File: src/rtl/sobel_pkg.sv
// Shared definitions for the Sobel frame controller.
// Holds the controller FSM encoding, the default frame geometry, the counter
// saturation limits and a saturating increment helper for the geometry
// counters.
package sobel_pkg;

    localparam logic [10:0] IMG_HDISP_DEF = 11'd640;
    localparam logic [10:0] IMG_VDISP_DEF = 11'd480;

    localparam logic [10:0] GEOM_CNT_MAX = 11'd2047;
    localparam logic [19:0] EDGE_CNT_MAX = 20'hFFFFF;

    typedef enum logic [1:0] {
        StIdle    = 2'd0,
        StWaitSof = 2'd1,
        StFrame   = 2'd2,
        StEof     = 2'd3
    } sobel_state_e;

    function automatic logic [10:0] sat_inc11(input logic [10:0] v);
        return (v == GEOM_CNT_MAX) ? v : v + 11'd1;
    endfunction

endpackage

File: src/rtl/sobel_geom_cnt.sv
// Pixel / line geometry counters for the Sobel frame controller.
// hcnt holds the index of the pixel sampled at the previous clock edge: it
// advances on every href-high cycle that follows another href-high cycle, so
// the first pixel of a line reads as index 0. On the href falling edge hcnt+1
// is therefore the length of the line just finished; a length other than
// IMG_HDISP raises o_line_err for that cycle. vcnt counts completed lines.
// Both counters saturate at 2047 and only move while i_run is high.
//
// Ports:
//   clk, rst_n    pixel clock, asynchronous active-low reset
//   i_clr         start of frame: clear both counters
//   i_run         controller is in its FRAME state
//   i_href        line-valid input
//   i_href_q      line-valid registered by one cycle
//   o_hcnt        pixel index within the current line
//   o_vcnt        line index within the current frame
//   o_line_err    one-cycle flag: line ended with wrong pixel count
module sobel_geom_cnt
    import sobel_pkg::*;
#(
    parameter logic [10:0] IMG_HDISP = IMG_HDISP_DEF
) (
    input  logic        clk,
    input  logic        rst_n,
    input  logic        i_clr,
    input  logic        i_run,
    input  logic        i_href,
    input  logic        i_href_q,
    output logic [10:0] o_hcnt,
    output logic [10:0] o_vcnt,
    output logic        o_line_err
);

    logic [10:0] r_hcnt;
    logic [10:0] r_vcnt;
    logic [10:0] w_hcnt_nxt;
    logic [10:0] w_vcnt_nxt;
    logic        w_href_fall;
    logic [11:0] w_line_len;

    assign w_href_fall = i_run & i_href_q & ~i_href;
    assign w_line_len  = {1'b0, r_hcnt} + 12'd1;
    assign o_line_err  = w_href_fall & (w_line_len != {1'b0, IMG_HDISP});

    always_comb begin
        w_hcnt_nxt = r_hcnt;
        w_vcnt_nxt = r_vcnt;
        if (i_clr) begin
            w_hcnt_nxt = '0;
            w_vcnt_nxt = '0;
        end else if (i_run) begin
            if (w_href_fall) begin
                w_hcnt_nxt = '0;
                w_vcnt_nxt = sat_inc11(r_vcnt);
            end else if (i_href && i_href_q) begin
                w_hcnt_nxt = sat_inc11(r_hcnt);
            end
        end
    end

    always_ff @(posedge clk or negedge rst_n) begin
        if (!rst_n) begin
            r_hcnt <= '0;
            r_vcnt <= '0;
        end else begin
            r_hcnt <= w_hcnt_nxt;
            r_vcnt <= w_vcnt_nxt;
        end
    end

    assign o_hcnt = r_hcnt;
    assign o_vcnt = r_vcnt;

endmodule

File: src/rtl/sobel_frame_ctrl.sv
// Frame-level controller wrapped around a Sobel edge detector.
// Accepts a threshold through a one-cycle config write, applies it to the
// detector only at a frame start, tracks frame geometry, counts edge pixels
// and reports per-frame completion, geometry errors and a frame counter.
//
// Ports:
//   clk, rst_n          pixel clock, asynchronous active-low reset
//   cfg_wr              config write strobe, cfg_threshold sampled with it
//   cfg_enable          run frames while high; stops at a frame boundary
//   cfg_ack             one-cycle acknowledge, cycle after cfg_wr
//   per_frame_vsync     frame-valid level
//   per_frame_href      line-valid level
//   post_img_Bit        edge flag from the detector, qualified by href
//   Sobel_Threshold     threshold currently driven to the detector
//   frame_active        high while in FRAME
//   hcnt, vcnt          pixel / line position within the frame
//   frame_done          one-cycle pulse after each processed frame
//   frame_err           geometry error, pulses together with frame_done
//   edge_count          edge pixels of the last completed frame
//   frame_cnt           processed-frame counter (wraps)
module sobel_frame_ctrl
    import sobel_pkg::*;
#(
    parameter logic [10:0] IMG_HDISP = IMG_HDISP_DEF,
    parameter logic [10:0] IMG_VDISP = IMG_VDISP_DEF
) (
    input  logic        clk,
    input  logic        rst_n,
    input  logic        cfg_wr,
    input  logic [7:0]  cfg_threshold,
    input  logic        cfg_enable,
    output logic        cfg_ack,
    input  logic        per_frame_vsync,
    input  logic        per_frame_href,
    input  logic        post_img_Bit,
    output logic [7:0]  Sobel_Threshold,
    output logic        frame_active,
    output logic [10:0] hcnt,
    output logic [10:0] vcnt,
    output logic        frame_done,
    output logic        frame_err,
    output logic [19:0] edge_count,
    output logic [15:0] frame_cnt
);

    sobel_state_e r_state;
    sobel_state_e w_state_nxt;

    logic        r_vsync;
    logic        r_href;
    logic [7:0]  r_pending;
    logic        r_cfg_ack;
    logic [7:0]  r_threshold;
    logic        r_err;
    logic [19:0] r_edge_acc;
    logic        r_frame_active;
    logic        r_frame_done;
    logic        r_frame_err;
    logic [19:0] r_edge_count;
    logic [15:0] r_frame_cnt;

    logic        w_vs_rise;
    logic        w_vs_fall;
    logic        w_sof;
    logic        w_in_frame;
    logic        w_in_eof;
    logic        w_line_err;
    logic [10:0] w_vcnt;
    logic        w_frame_active_nxt;
    logic        w_frame_done_nxt;
    logic        w_frame_err_nxt;
    logic [15:0] w_frame_cnt_nxt;

    assign w_vs_rise  = per_frame_vsync & ~r_vsync;
    assign w_vs_fall  = ~per_frame_vsync & r_vsync;
    assign w_in_frame = (r_state == StFrame);
    assign w_in_eof   = (r_state == StEof);

    // State register
    always_ff @(posedge clk or negedge rst_n) begin
        if (!rst_n) begin
            r_state <= StIdle;
        end else begin
            r_state <= w_state_nxt;
        end
    end

    // Next-state logic. A frame already running when WAIT_SOF is entered never
    // shows a rising vsync edge, so it is skipped naturally.
    always_comb begin
        w_state_nxt = r_state;
        unique case (r_state)
            StIdle: begin
                if (cfg_enable) w_state_nxt = StWaitSof;
            end
            StWaitSof: begin
                if (!cfg_enable)    w_state_nxt = StIdle;
                else if (w_vs_rise) w_state_nxt = StFrame;
            end
            StFrame: begin
                // cfg_enable is deliberately ignored: a started frame always completes
                if (w_vs_fall) w_state_nxt = StEof;
            end
            StEof: begin
                w_state_nxt = cfg_enable ? StWaitSof : StIdle;
            end
            default: w_state_nxt = StIdle;
        endcase
    end

    // Output / next-value logic
    always_comb begin
        w_sof              = (r_state == StWaitSof) && (w_state_nxt == StFrame);
        w_frame_active_nxt = (w_state_nxt == StFrame);
        w_frame_done_nxt   = w_in_eof;
        w_frame_err_nxt    = w_in_eof & (r_err | (w_vcnt != IMG_VDISP));
        w_frame_cnt_nxt    = r_frame_cnt;
        if (w_in_eof) w_frame_cnt_nxt = r_frame_cnt + 16'd1;
    end

    sobel_geom_cnt #(
        .IMG_HDISP (IMG_HDISP)
    ) u_geom (
        .clk        (clk),
        .rst_n      (rst_n),
        .i_clr      (w_sof),
        .i_run      (w_in_frame),
        .i_href     (per_frame_href),
        .i_href_q   (r_href),
        .o_hcnt     (hcnt),
        .o_vcnt     (w_vcnt),
        .o_line_err (w_line_err)
    );

    always_ff @(posedge clk or negedge rst_n) begin
        if (!rst_n) begin
            r_vsync        <= 1'b0;
            r_href         <= 1'b0;
            r_pending      <= '0;
            r_cfg_ack      <= 1'b0;
            r_threshold    <= '0;
            r_err          <= 1'b0;
            r_edge_acc     <= '0;
            r_frame_active <= 1'b0;
            r_frame_done   <= 1'b0;
            r_frame_err    <= 1'b0;
            r_edge_count   <= '0;
            r_frame_cnt    <= '0;
        end else begin
            r_vsync        <= per_frame_vsync;
            r_href         <= per_frame_href;
            r_cfg_ack      <= cfg_wr;
            r_frame_active <= w_frame_active_nxt;
            r_frame_done   <= w_frame_done_nxt;
            r_frame_err    <= w_frame_err_nxt;
            r_frame_cnt    <= w_frame_cnt_nxt;

            if (cfg_wr) r_pending <= cfg_threshold;
            // Non-blocking read: a write coinciding with SOF lands one frame later
            if (w_sof) r_threshold <= r_pending;

            if (w_sof) begin
                r_err <= 1'b0;
            end else if (w_in_frame && (w_line_err || (w_vs_fall && per_frame_href))) begin
                r_err <= 1'b1;
            end

            if (w_sof) begin
                r_edge_acc <= '0;
            end else if (w_in_frame && per_frame_href && post_img_Bit &&
                         (r_edge_acc != EDGE_CNT_MAX)) begin
                r_edge_acc <= r_edge_acc + 20'd1;
            end

            if (w_in_eof) r_edge_count <= r_edge_acc;
        end
    end

    assign cfg_ack         = r_cfg_ack;
    assign Sobel_Threshold = r_threshold;
    assign frame_active    = r_frame_active;
    assign vcnt            = w_vcnt;
    assign frame_done      = r_frame_done;
    assign frame_err       = r_frame_err;
    assign edge_count      = r_edge_count;
    assign frame_cnt       = r_frame_cnt;

endmodule

File: config.mk
export PLATFORM = sky130hd
export DESIGN_NAME = sobel_frame_ctrl
export DESIGN_NICKNAME = d
export VERILOG_FILES = /design/src/rtl/sobel_pkg.sv /design/src/rtl/sobel_geom_cnt.sv /design/src/rtl/sobel_frame_ctrl.sv
export SDC_FILE = /design/constraint.sdc
export NUM_CORES = 1
export LEC_CHECK = 0
export BUFFER_PORTS_ARGS = -buffer_cell sky130_fd_sc_hd__clkbuf_2
export CAP_MARGIN = 20
export CORE_MARGIN = 2
export CORE_UTILIZATION = 35
export CTS_CLUSTER_DIAMETER = 50
export DETAILED_ROUTE_END_ITERATION = 16
export GPL_TIMING_DRIVEN = 0
export MAX_ROUTING_LAYER = met4
export PLACE_DENSITY = 0.5
export SYNTH_ARGS = -nofsm -noshare
export SYNTH_HDL_FRONTEND = slang
export SYNTH_SLANG_ARGS = --single-unit
File: constraint.sdc
create_clock -name clk -period 2.3 [get_ports clk]
set_input_delay 0.345 -clock clk [delete_from_list [all_inputs] [get_ports clk]]
set_output_delay 0.345 -clock clk [all_outputs]
set_load 0.02 [all_outputs]
After elaboration in Yosys (flattened, before gate mapping):

Cells that the tools add are included.

* equal/unequal tests: 11
* reduce and logical (&&, ||, !) cells: 16
* mux-type cells: 19
* bitwise gates (word level): 10
* add/subtract/negate cells: 5

Operators by type and width (number)
* $mux W11: 9
* $mux W20: 2
* $add A11 B1 Y11 const B: 2
* $eq A11 B11 Y1 const B: 2
* $add A20 B1 Y20 const B: 1
* $ne A20 B20 Y1 const B: 1
* $add A16 B1 Y16 const B: 1
* $add A11 B1 Y12 const B: 1
* $ne A12 B10 Y1 const B: 1
* $ne A11 B9 Y1 const B: 1
* $mux W2: 4
* $pmux W2 S4: 1
* $reduce_bool A2 Y1: 4
* $logic_and A1 B1 Y1: 7
* $and A1 B1 Y1: 6
* $eq A2 B2 Y1 const B: 3
* $reduce_and A3 Y1: 2
* $mux W1: 3
* $ne A3 B1 Y1 const B: 1
* $not A1 Y1: 3
* $reduce_bool A3 Y1: 1
* $eq A2 B1 Y1 const B: 1
* $logic_not A2 Y1: 1
* $ne A2 B1 Y1 const B: 1
* 2 further kinds: 2

* bits in registers: 103
* input port bits: 15
* word-level logic and storage cells: 76
* output and inout bits: 70

Longest topological paths before layout:

Gate-level depths: netlist of run 1.

* word-level depth: 9
* depth in mapped cells: 7
* gate-level depth less buffers: 5

Cells and area by module:

Synthesis of run 1 repeated with hierarchy kept, for this count alone.

* cells, all modules: 473
* area, all modules: 4753.3 um2

Modules (own cells, without submodules)
* sobel_frame_ctrl: seq. area each 2026.9 um2, cells each 340, instances 1, area an instance 3495.9 um2
* sobel_geom_cnt: seq. area each 550.5 um2, cells each 133, instances 1, area an instance 1257.5 um2

Worst setup path before layout of run 1:

No wires, ideal clock.

* path type: register to register
* from: register u_geom.r_hcnt[0] (netlist: u_geom.o_hcnt[0])
* to: register u_geom.r_hcnt[9] (netlist: u_geom.o_hcnt[9])
* buffers on the path: 1
* arrival time: 1.954 ns
* stages on the path, launching flop included: 7
* required time: 2.222 ns
* setup time: 0.078 ns
* setup slack: 0.268 ns
* cell sequence: dfrtp_1 ha_1 and4_1 buf_2 a41o_1 or4_1 a21oi_1

* longest elaborated chain between the ends: 6
* elaborated cells on any way between the ends: 9
* classes of those cells: add/sub: 1; eq/ne: 2; mux: 5; reduce/logical: 1

RTL lines
* start, declared: RTL line sobel_geom_cnt.sv:34 `logic [10:0] r_hcnt;`
* start signal, assigned: RTL line sobel_geom_cnt.sv:66 `r_hcnt <= w_hcnt_nxt;`
* $add A11 B1 Y11: RTL line sobel_pkg.sv:21 `return (v == GEOM_CNT_MAX) ? v : v + 11'd1;`
* $mux W11: RTL line sobel_pkg.sv:21
* $mux W11: RTL line sobel_geom_cnt.sv:55 `end else if (i_href && i_href_q) begin`
* $mux W11: RTL line sobel_geom_cnt.sv:52 `if (w_href_fall) begin`
* $mux W11: RTL line sobel_geom_cnt.sv:51 `end else if (i_run) begin`
* $mux W11: RTL line sobel_geom_cnt.sv:48 `if (i_clr) begin`

Parallel ways exist; a longest one is shown, timed or not. The select of a mux whose other input is x is not followed.
A chain may end at the register's enable or synchronous reset.

Worst setup path after layout of run 1:

Ends and elaborated chain as after synthesis.

==> out/qor.log, run 1 <==
[run_status] result of the run complete, no violations
[placement] placed wire-length estimate after detailed placement 7.99 mm
[flow_run] max_cap viols 0
[timing] shortest clock period the worst path allows after layout 2.13 ns
[synth] combined area of all synthesized cells 4880 um2
[power] clock group share of total power 0.343
[clock_tree] number of buffers added for setup after CTS 0
[final_layout] growth of design area from synthesis to finish 19.9%
[synth] post-synth cell types 55
[global_route] total congestion overflow 0
[clock_tree] TritonCTS clock tree yes
[power] LEAKAGE 2.86 nW
[placement] routability-driven placement congestion ratio 0.839
[setup_path] Data arrival, critical path 2.41 ns
[synth] top-area cell type share of the netlist area 0.529
[setup_path] kind of critical path register to register
[timing] count of final max-slew check failures 0
[floorplanning] cell row count 43
[clock_tree] buffer cell driving the clock tree root sky130_fd_sc_hd__clkbuf_16
[timing] Setup Viol. Count Final 0
[placement] number of buffers added on ports 84
[synth] YS warnings 0
[floorplanning] DIE HEIGHT 122 um
[synth] cell count after synthesis 499
[timing] Peak Freq 0.469 GHz
[timing] pin slew with the least headroom to its limit 0.861 ns
[synth] FFs w/ async S/R, synth 1.00
[timing] portion of the clock cycle consumed by the worst path in the final layout 0.926
[clock_tree] number of H-tree levels 3
[routing] routed vias/inst 5.02
[timing] max_slew headroom 0.426
[clock_tree] CTS sink count 103
[clock_tree] CTS-repair resized insts 0
[setup_path] critical path capture point type register
[timing] Clock Skew 0.00561 ns
[power] power dissipated by switching net loads 1.41 mW
[synth] number of enable flip-flop cells after synthesis 0
[synth] Mapped Avg Cell Area 9.77 um2
[floorplanning] overall die width 122 um
[routing] DRT Wirelength 11.6 mm
[synth] Seq/Total Area, Yosys 0.529
[routing] Remaining DRCs 0
[synth] ranking of synthesized cells by area sky130_fd_sc_hd__dfrtp_1 53%, sky130_fd_sc_hd__nand2_1 9.5%, sky130_fd_sc_hd__mux2i_1 3.3%
[global_route] global routing usage summed across all routing layers 0.168
[global_route] number of antenna violations at the first check in global routing 0
[routing] via count 3913
[power] sw frac 0.303
[routing] iteration-0 DRC count of the detailed router 187
[power] combinational share of power 0.181
[global_route] largest net degree at the start of global routing 104
[power] sequential share of power 0.476
[final_layout] # fillers 1418
[min_path] worst min path class input pin to async pin
[final_layout] Antenna Diode Count 0
[floorplanning] core area 13700 um2
[global_route] global-route wire length before repair 19.1 mm
[clock_tree] largest buffer count on any clock path 2
[setup_path] biggest fanout along the worst timing path 9
[global_route] via count of the first global-routing pass 3830
[floorplanning] starting density of the core 0.355
[synth] post-synthesis cell type with the largest combined area sky130_fd_sc_hd__dfrtp_1
[synth] synthesized net count 519
[routing] final routed wire length divided by cell count 14.9 um
[final_layout] count of nets after finishing 614
[final_layout] final cell utilization of the core 0.426
[clock_tree] clock latency at the later pin of the worst-skew pair 0.35 ns
[synth] Most used DFF post-synth sky130_fd_sc_hd__dfrtp_1
[floorplanning] num ports 85
[synth] Synth Register Bits 103
[setup_path] required time reported for the critical path endpoint 2.58 ns
[final_layout] area taken by flip-flops and latches 2580 um2
[clock_tree] CTS clk-pin slew, worst paths 0.07 ns
[timing] setup repair after global routing missed its margin false
[power] design internal power 3.25 mW
[routing] number of optimization iterations in the first detailed-route pass 4
[power] Design Power 4.67 mW
[setup_path] nature of the critical path startpoint register
[timing] total count of hold-check failures in the final report 0
[routing] Routed Antenna Nets 0
[floorplanning] die area 14900 um2
[clock_tree] total clock buffers created by CTS 9
[final_layout] fraction of layout instances using a drive strength above 1 0.212
[final_layout] area occupied by multi-input gates 2140 um2
[clock_tree] count of hold buffers inserted by post-cts repair 0
[power] power density normalized to cell area 799 nW/um2
[power] VDD IR max 345 uV
[Yosys cell counts (2+ instances only)]
master / instances
sky130_fd_sc_hd__and2_1: 4
sky130_fd_sc_hd__nand3_1: 16
sky130_fd_sc_hd__o31ai_1: 6
sky130_fd_sc_hd__o41ai_1: 3
sky130_fd_sc_hd__or4_1: 8
sky130_fd_sc_hd__nor2_1: 12
sky130_fd_sc_hd__mux2i_1: 16
sky130_fd_sc_hd__xor2_1: 9
sky130_fd_sc_hd__o21ai_0: 14
sky130_fd_sc_hd__a211oi_1: 6
sky130_fd_sc_hd__nand2_1: 124
sky130_fd_sc_hd__clkbuf_1: 11
sky130_fd_sc_hd__and3_1: 8
sky130_fd_sc_hd__ha_1: 5
sky130_fd_sc_hd__nand4_1: 10
sky130_fd_sc_hd__o211ai_1: 2
sky130_fd_sc_hd__inv_1: 13
sky130_fd_sc_hd__nand2b_1: 9
sky130_fd_sc_hd__o21a_1: 2
sky130_fd_sc_hd__a41oi_1: 3
sky130_fd_sc_hd__a41o_1: 2
sky130_fd_sc_hd__buf_4: 2
sky130_fd_sc_hd__nor3_1: 9
sky130_fd_sc_hd__mux2_2: 8
sky130_fd_sc_hd__nor2b_1: 2
sky130_fd_sc_hd__or3_1: 11
sky130_fd_sc_hd__a21oi_1: 28
sky130_fd_sc_hd__and4_1: 7
sky130_fd_sc_hd__xnor2_1: 9
sky130_fd_sc_hd__nand3b_1: 2
sky130_fd_sc_hd__nor4_1: 6
sky130_fd_sc_hd__a31oi_1: 2
sky130_fd_sc_hd__buf_2: 6
sky130_fd_sc_hd__dfrtp_1: 103
[state kept, by name (all words and copies together), names as in the netlist]
signal and count:
r_state 2, r_edge_acc 20, cfg_ack 1, u_geom.o_hcnt 11
frame_err 1, frame_active 1, frame_done 1, Sobel_Threshold 8
u_geom.o_vcnt 11, edge_count 20, r_pending 8, r_href 1
r_vsync 1, r_err 1, frame_cnt 16
[cell type report]
type                       count  area share
clock buffer                  13      0.0462
sequential                   103       0.441
multi-input combinational    361       0.367
tap                          180      0.0385
timing repair buffer          84      0.0734
buffer                        22      0.0186
inverter                      13     0.00835
clock inverter                 3     0.00685
[metal layers]
metal,track usage,vias to the layer above,share of wire
met2,0.257,54,0.47
met5,-,-,0
li1,-,1952,-
met4,0.0546,0,0.015
met1,0.221,1894,0.49
met3,0.0389,13,0.033
[logic make-up after synthesis]
logic type	synth area share
AOI/OAI and AO/OA	0.0967
and+or+nand+nor	0.246
muxes	0.0513
xor gates and xnor gates	0.0323
adders and majority gates	0.0128
buffers and inverters	0.0318
DFF	0.529
[through the flow]
step	instance area [um2]	hold slack, ns	std cells	setup TNS, ns	setup WS (ns)
floorplan	4880	0.0494	499	0	0.268
global placement	5520	0.444	763	-62.58	-0.619
detailed placement	5530	0.451	763	0	0.0500
CTS	5840	0.0981	779	0	0.0345
global route	5840	0.105	779	0	0.0394
finish	5840	0.0739	779	0	0.170
[final timing paths]
path                                        from            endpoint  slack [ns]  cells past startpoint
max in group asynchronous                  rst_n    u_geom.o_hcnt[6]        1.60                      1
min in group clk                          cfg_wr             cfg_ack        0.11                      1
worst max register to register  u_geom.o_hcnt[0]    u_geom.o_hcnt[9]        0.17                      6
worst max-delay path            u_geom.o_hcnt[0]    u_geom.o_hcnt[9]        0.17                      6
worst min-delay path                       rst_n       frame_cnt[13]        0.07                      1
worst min register to register      r_pending[1]  Sobel_Threshold[1]        0.47                      2
[power by group through the flow]
stage / Clock, mW / Sequential, mW / Combinational, mW
finish: 1.60 / 2.22 / 0.845
global route: 1.72 / 2.26 / 0.949
CTS: 1.66 / 2.23 / 0.862
detailed placement: 0 / 2.26 / 0.856
global placement: 0 / 2.25 / 0.841
floorplan: 0 / 2.42 / 0.345
[cells in the final DEF (no fill, tap or decap), types with 2 or more instances in the layout]
cell type / Yosys / routed
sky130_fd_sc_hd__o21ai_0: 14 / 14
sky130_fd_sc_hd__a41oi_1: 3 / 3
sky130_fd_sc_hd__nand2b_1: 9 / 9
sky130_fd_sc_hd__and4_1: 7 / 7
sky130_fd_sc_hd__or4_1: 8 / 8
sky130_fd_sc_hd__clkbuf_2: 1 / 86
sky130_fd_sc_hd__clkinv_2: 0 / 2
sky130_fd_sc_hd__nor2_1: 12 / 12
sky130_fd_sc_hd__o41ai_1: 3 / 3
sky130_fd_sc_hd__mux2i_1: 16 / 16
sky130_fd_sc_hd__and2_1: 4 / 4
sky130_fd_sc_hd__nand3b_1: 2 / 2
sky130_fd_sc_hd__ha_1: 5 / 5
sky130_fd_sc_hd__and3_1: 8 / 8
sky130_fd_sc_hd__inv_1: 13 / 13
sky130_fd_sc_hd__a211oi_1: 6 / 6
sky130_fd_sc_hd__clkbuf_16: 0 / 9
sky130_fd_sc_hd__xnor2_1: 9 / 9
sky130_fd_sc_hd__o21a_1: 2 / 2
sky130_fd_sc_hd__nor4_1: 6 / 6
sky130_fd_sc_hd__nor3_1: 9 / 9
sky130_fd_sc_hd__xor2_1: 9 / 9
sky130_fd_sc_hd__dfrtp_1: 103 / 103
sky130_fd_sc_hd__nand4_1: 10 / 10
sky130_fd_sc_hd__or3_1: 11 / 11
sky130_fd_sc_hd__mux2_2: 8 / 8
sky130_fd_sc_hd__nand3_1: 16 / 16
sky130_fd_sc_hd__clkbuf_1: 11 / 11
sky130_fd_sc_hd__buf_4: 2 / 2
sky130_fd_sc_hd__nor2b_1: 2 / 2
sky130_fd_sc_hd__clkbuf_8: 0 / 4
sky130_fd_sc_hd__o31ai_1: 6 / 6
sky130_fd_sc_hd__o211ai_1: 2 / 2
sky130_fd_sc_hd__a21oi_1: 28 / 28
sky130_fd_sc_hd__buf_2: 6 / 6
sky130_fd_sc_hd__a31oi_1: 2 / 2
sky130_fd_sc_hd__nand2_1: 124 / 124
[worst max-delay path, cell delays in order (launching register included)]
cell	delay, ns
sky130_fd_sc_hd__dfrtp_1	0.46
sky130_fd_sc_hd__ha_1	0.28
sky130_fd_sc_hd__and4_1	0.20
sky130_fd_sc_hd__buf_2	0.17
sky130_fd_sc_hd__a41o_2	0.32
sky130_fd_sc_hd__or4_1	0.48
sky130_fd_sc_hd__a21oi_1	0.15
No activity file was read; power rests on OpenSTA's default activity.
==> run 2, diff against run 1 <==
- CORE_MARGIN: 2 -> 1
==> run 2 against run 1 <==
Compared with the run above:
- flip-flop and latch count did not move
- core utilization grew 0.76 points
- highest routed layer unchanged
- clock skew is 0.0020 ns higher
- wire length down 2.0%
- non-clock buffer count did not move
- cell count decreased by 0.51%
- via count grew 0.10%
- global-route usage grew 0.52 points
- total power down 2.9%
- register-to-register slack worse by 0.03 ns
==> out/qor.log, run 2 (synthesis results as in run 1) <==
[placement] post-placement cell area 5530 um2
[routing] final routed wire length divided by cell count 14.6 um
[placement] placed wire-length estimate after detailed placement 7.94 mm
[clock_tree] number of H-tree levels 3
[setup_path] terminus of the critical flop-to-flop path u_geom.o_vcnt[4]
[final_layout] fraction of layout instances using a drive strength above 1 0.212
[routing] iteration-0 DRC count of the detailed router 160
[setup_path] biggest fanout along the worst timing path 10
[power] power density normalized to cell area 780 nW/um2
[timing] Clock Skew 0.00760 ns
[timing] setup repair after global routing missed its margin false
[floorplanning] cell row count 42
[floorplanning] die area 14400 um2
[floorplanning] core area 13400 um2
[setup_path] critical path capture point type register
[final_layout] growth of design area from synthesis to finish 19.2%
[timing] setup ws final 0.142 ns
[global_route] number of antenna violations at the first check in global routing 0
[global_route] global-route wire length before repair 19.1 mm
[setup_path] critical path endpoint u_geom.o_vcnt[4]
[min_path] worst min path class input pin to async pin
[global_route] total congestion overflow 0
[routing] Routed Antenna Nets 0
[setup_path] Data arrival, critical path 2.43 ns
[routing] Remaining DRCs 0
[final_layout] Antenna Diode Count 0
[timing] portion of the clock cycle consumed by the worst path in the final layout 0.938
[floorplanning] num ports 85
[clock_tree] largest buffer count on any clock path 2
[final_layout] most common library cell in the layout ignoring fill and taps sky130_fd_sc_hd__nand2_1
[setup_path] required time reported for the critical path endpoint 2.58 ns
[global_route] global routing usage summed across all routing layers 0.173
[clock_tree] count of hold buffers inserted by post-cts repair 0
[power] LEAKAGE 2.84 nW
[timing] max_slew headroom 0.456
[routing] number of optimization iterations in the first detailed-route pass 6
[clock_tree] number of buffers added for setup after CTS 0
[clock_tree] clock latency at the later pin of the worst-skew pair 0.36 ns
[timing] Peak Freq 0.463 GHz
[setup_path] Reg2Reg Launch Point u_geom.o_vcnt[0]
[placement] post-placement setup slack 0.103 ns
[setup_path] nature of the critical path startpoint register
[floorplanning] starting density of the core 0.364
[timing] post-route worst hold slack 0.0873 ns
[clock_tree] buffer cell driving the clock tree root sky130_fd_sc_hd__clkbuf_16
[routing] via count 3917
[final_layout] commonest cells after routing, fill and taps aside 124 x sky130_fd_sc_hd__nand2_1, 103 x sky130_fd_sc_hd__dfrtp_1, 85 x sky130_fd_sc_hd__clkbuf_2
[timing] total count of hold-check failures in the final report 0
[routing] routed vias/inst 5.05
[run_status] result of the run complete, no violations
[setup_path] cell count of the worst reg-to-reg path 7
[timing] Final TNS setup 0 ns
[clock_tree] CTS sink count 103
[setup_path] kind of critical path register to register
[floorplanning] overall die width 120 um
[flow_run] max_cap viols 0
[setup_path] worst-case register-to-register setup slack 0.14 ns
[global_route] largest net degree at the start of global routing 104
[timing] count of final max-slew check failures 0
[timing] Setup Viol. Count Final 0
[timing] shortest clock period the worst path allows after layout 2.16 ns
[placement] routability-driven placement congestion ratio 0.794
[routing] DRT Wirelength 11.3 mm
[final_layout] final cell area excluding filler cells 5810 um2
[timing] pin slew with the least headroom to its limit 0.815 ns
[power] Design Power 4.53 mW
[global_route] via count of the first global-routing pass 3808
[power] VDD IR max 439 uV
[placement] number of buffers added on ports 84
[setup_path] Worst Setup SP u_geom.o_vcnt[0]
[final_layout] count of nets after finishing 614
[clock_tree] CTS-repair resized insts 0
[clock_tree] TritonCTS clock tree yes
[clock_tree] total clock buffers created by CTS 9
[clock_tree] CTS clk-pin slew, worst paths 0.07 ns
[floorplanning] DIE HEIGHT 120 um
## run 2: worst min-delay path by stage
stage	end	slack, ns	cells after the start
final	frame_cnt[13]	0.09	1
after global routing	cfg_ack	0.1	1
after CTS	cfg_ack	0.09	1
after detailed placement	Sobel_Threshold[3]	0.46	2
after global placement	Sobel_Threshold[4]	0.45	2
after floorplan	Sobel_Threshold[0]	0.05	0
## run 2: metrics by stage
stage | util | instances
after floorplan | - | 499
after CTS | 0.433 | 775
final | 0.434 | 775
after global routing | 0.434 | 775
after detailed placement | 0.412 | 759
after global placement | 0.412 | 759
## run 2: critical path, cell delays in order (launching register included)
cell	delay [ns]
sky130_fd_sc_hd__dfrtp_1	0.45
sky130_fd_sc_hd__ha_1	0.26
sky130_fd_sc_hd__and4_1	0.20
sky130_fd_sc_hd__clkbuf_1	0.16
sky130_fd_sc_hd__a41o_1	0.27
sky130_fd_sc_hd__clkbuf_1	0.19
sky130_fd_sc_hd__or3_1	0.38
sky130_fd_sc_hd__a21oi_1	0.16
## run 2: per-layer routing
layer / track usage / routed length, um / vias to the layer above
met1: 0.230 / 5400 / 1887
met5: - / 0 / -
met4: 0.0750 / 213 / 0
met2: 0.256 / 5220 / 65
met3: 0.0347 / 502 / 17
li1: - / - / 1948
## run 2: report_power, final
part           leakage [nW]  internal [mW]  switching, mW
combinational          1.31          0.306          0.532
clock                 0.139          0.767          0.698
sequential             1.39           2.02          0.212
## run 2: layout make-up
| type | instances | area (um2) |
|---|---|---|
| flip-flops and latches | 103 | 2580 |
| well taps | 176 | 220 |
| clock buffers | 10 | 239 |
| fillers | 1368 | 7590 |
| clock inverters | 6 | 43.8 |
| inverters | 13 | 48.8 |
| multi-input cells | 361 | 2140 |
| plain buffers | 22 | 108 |
| repair buffers | 84 | 429 |
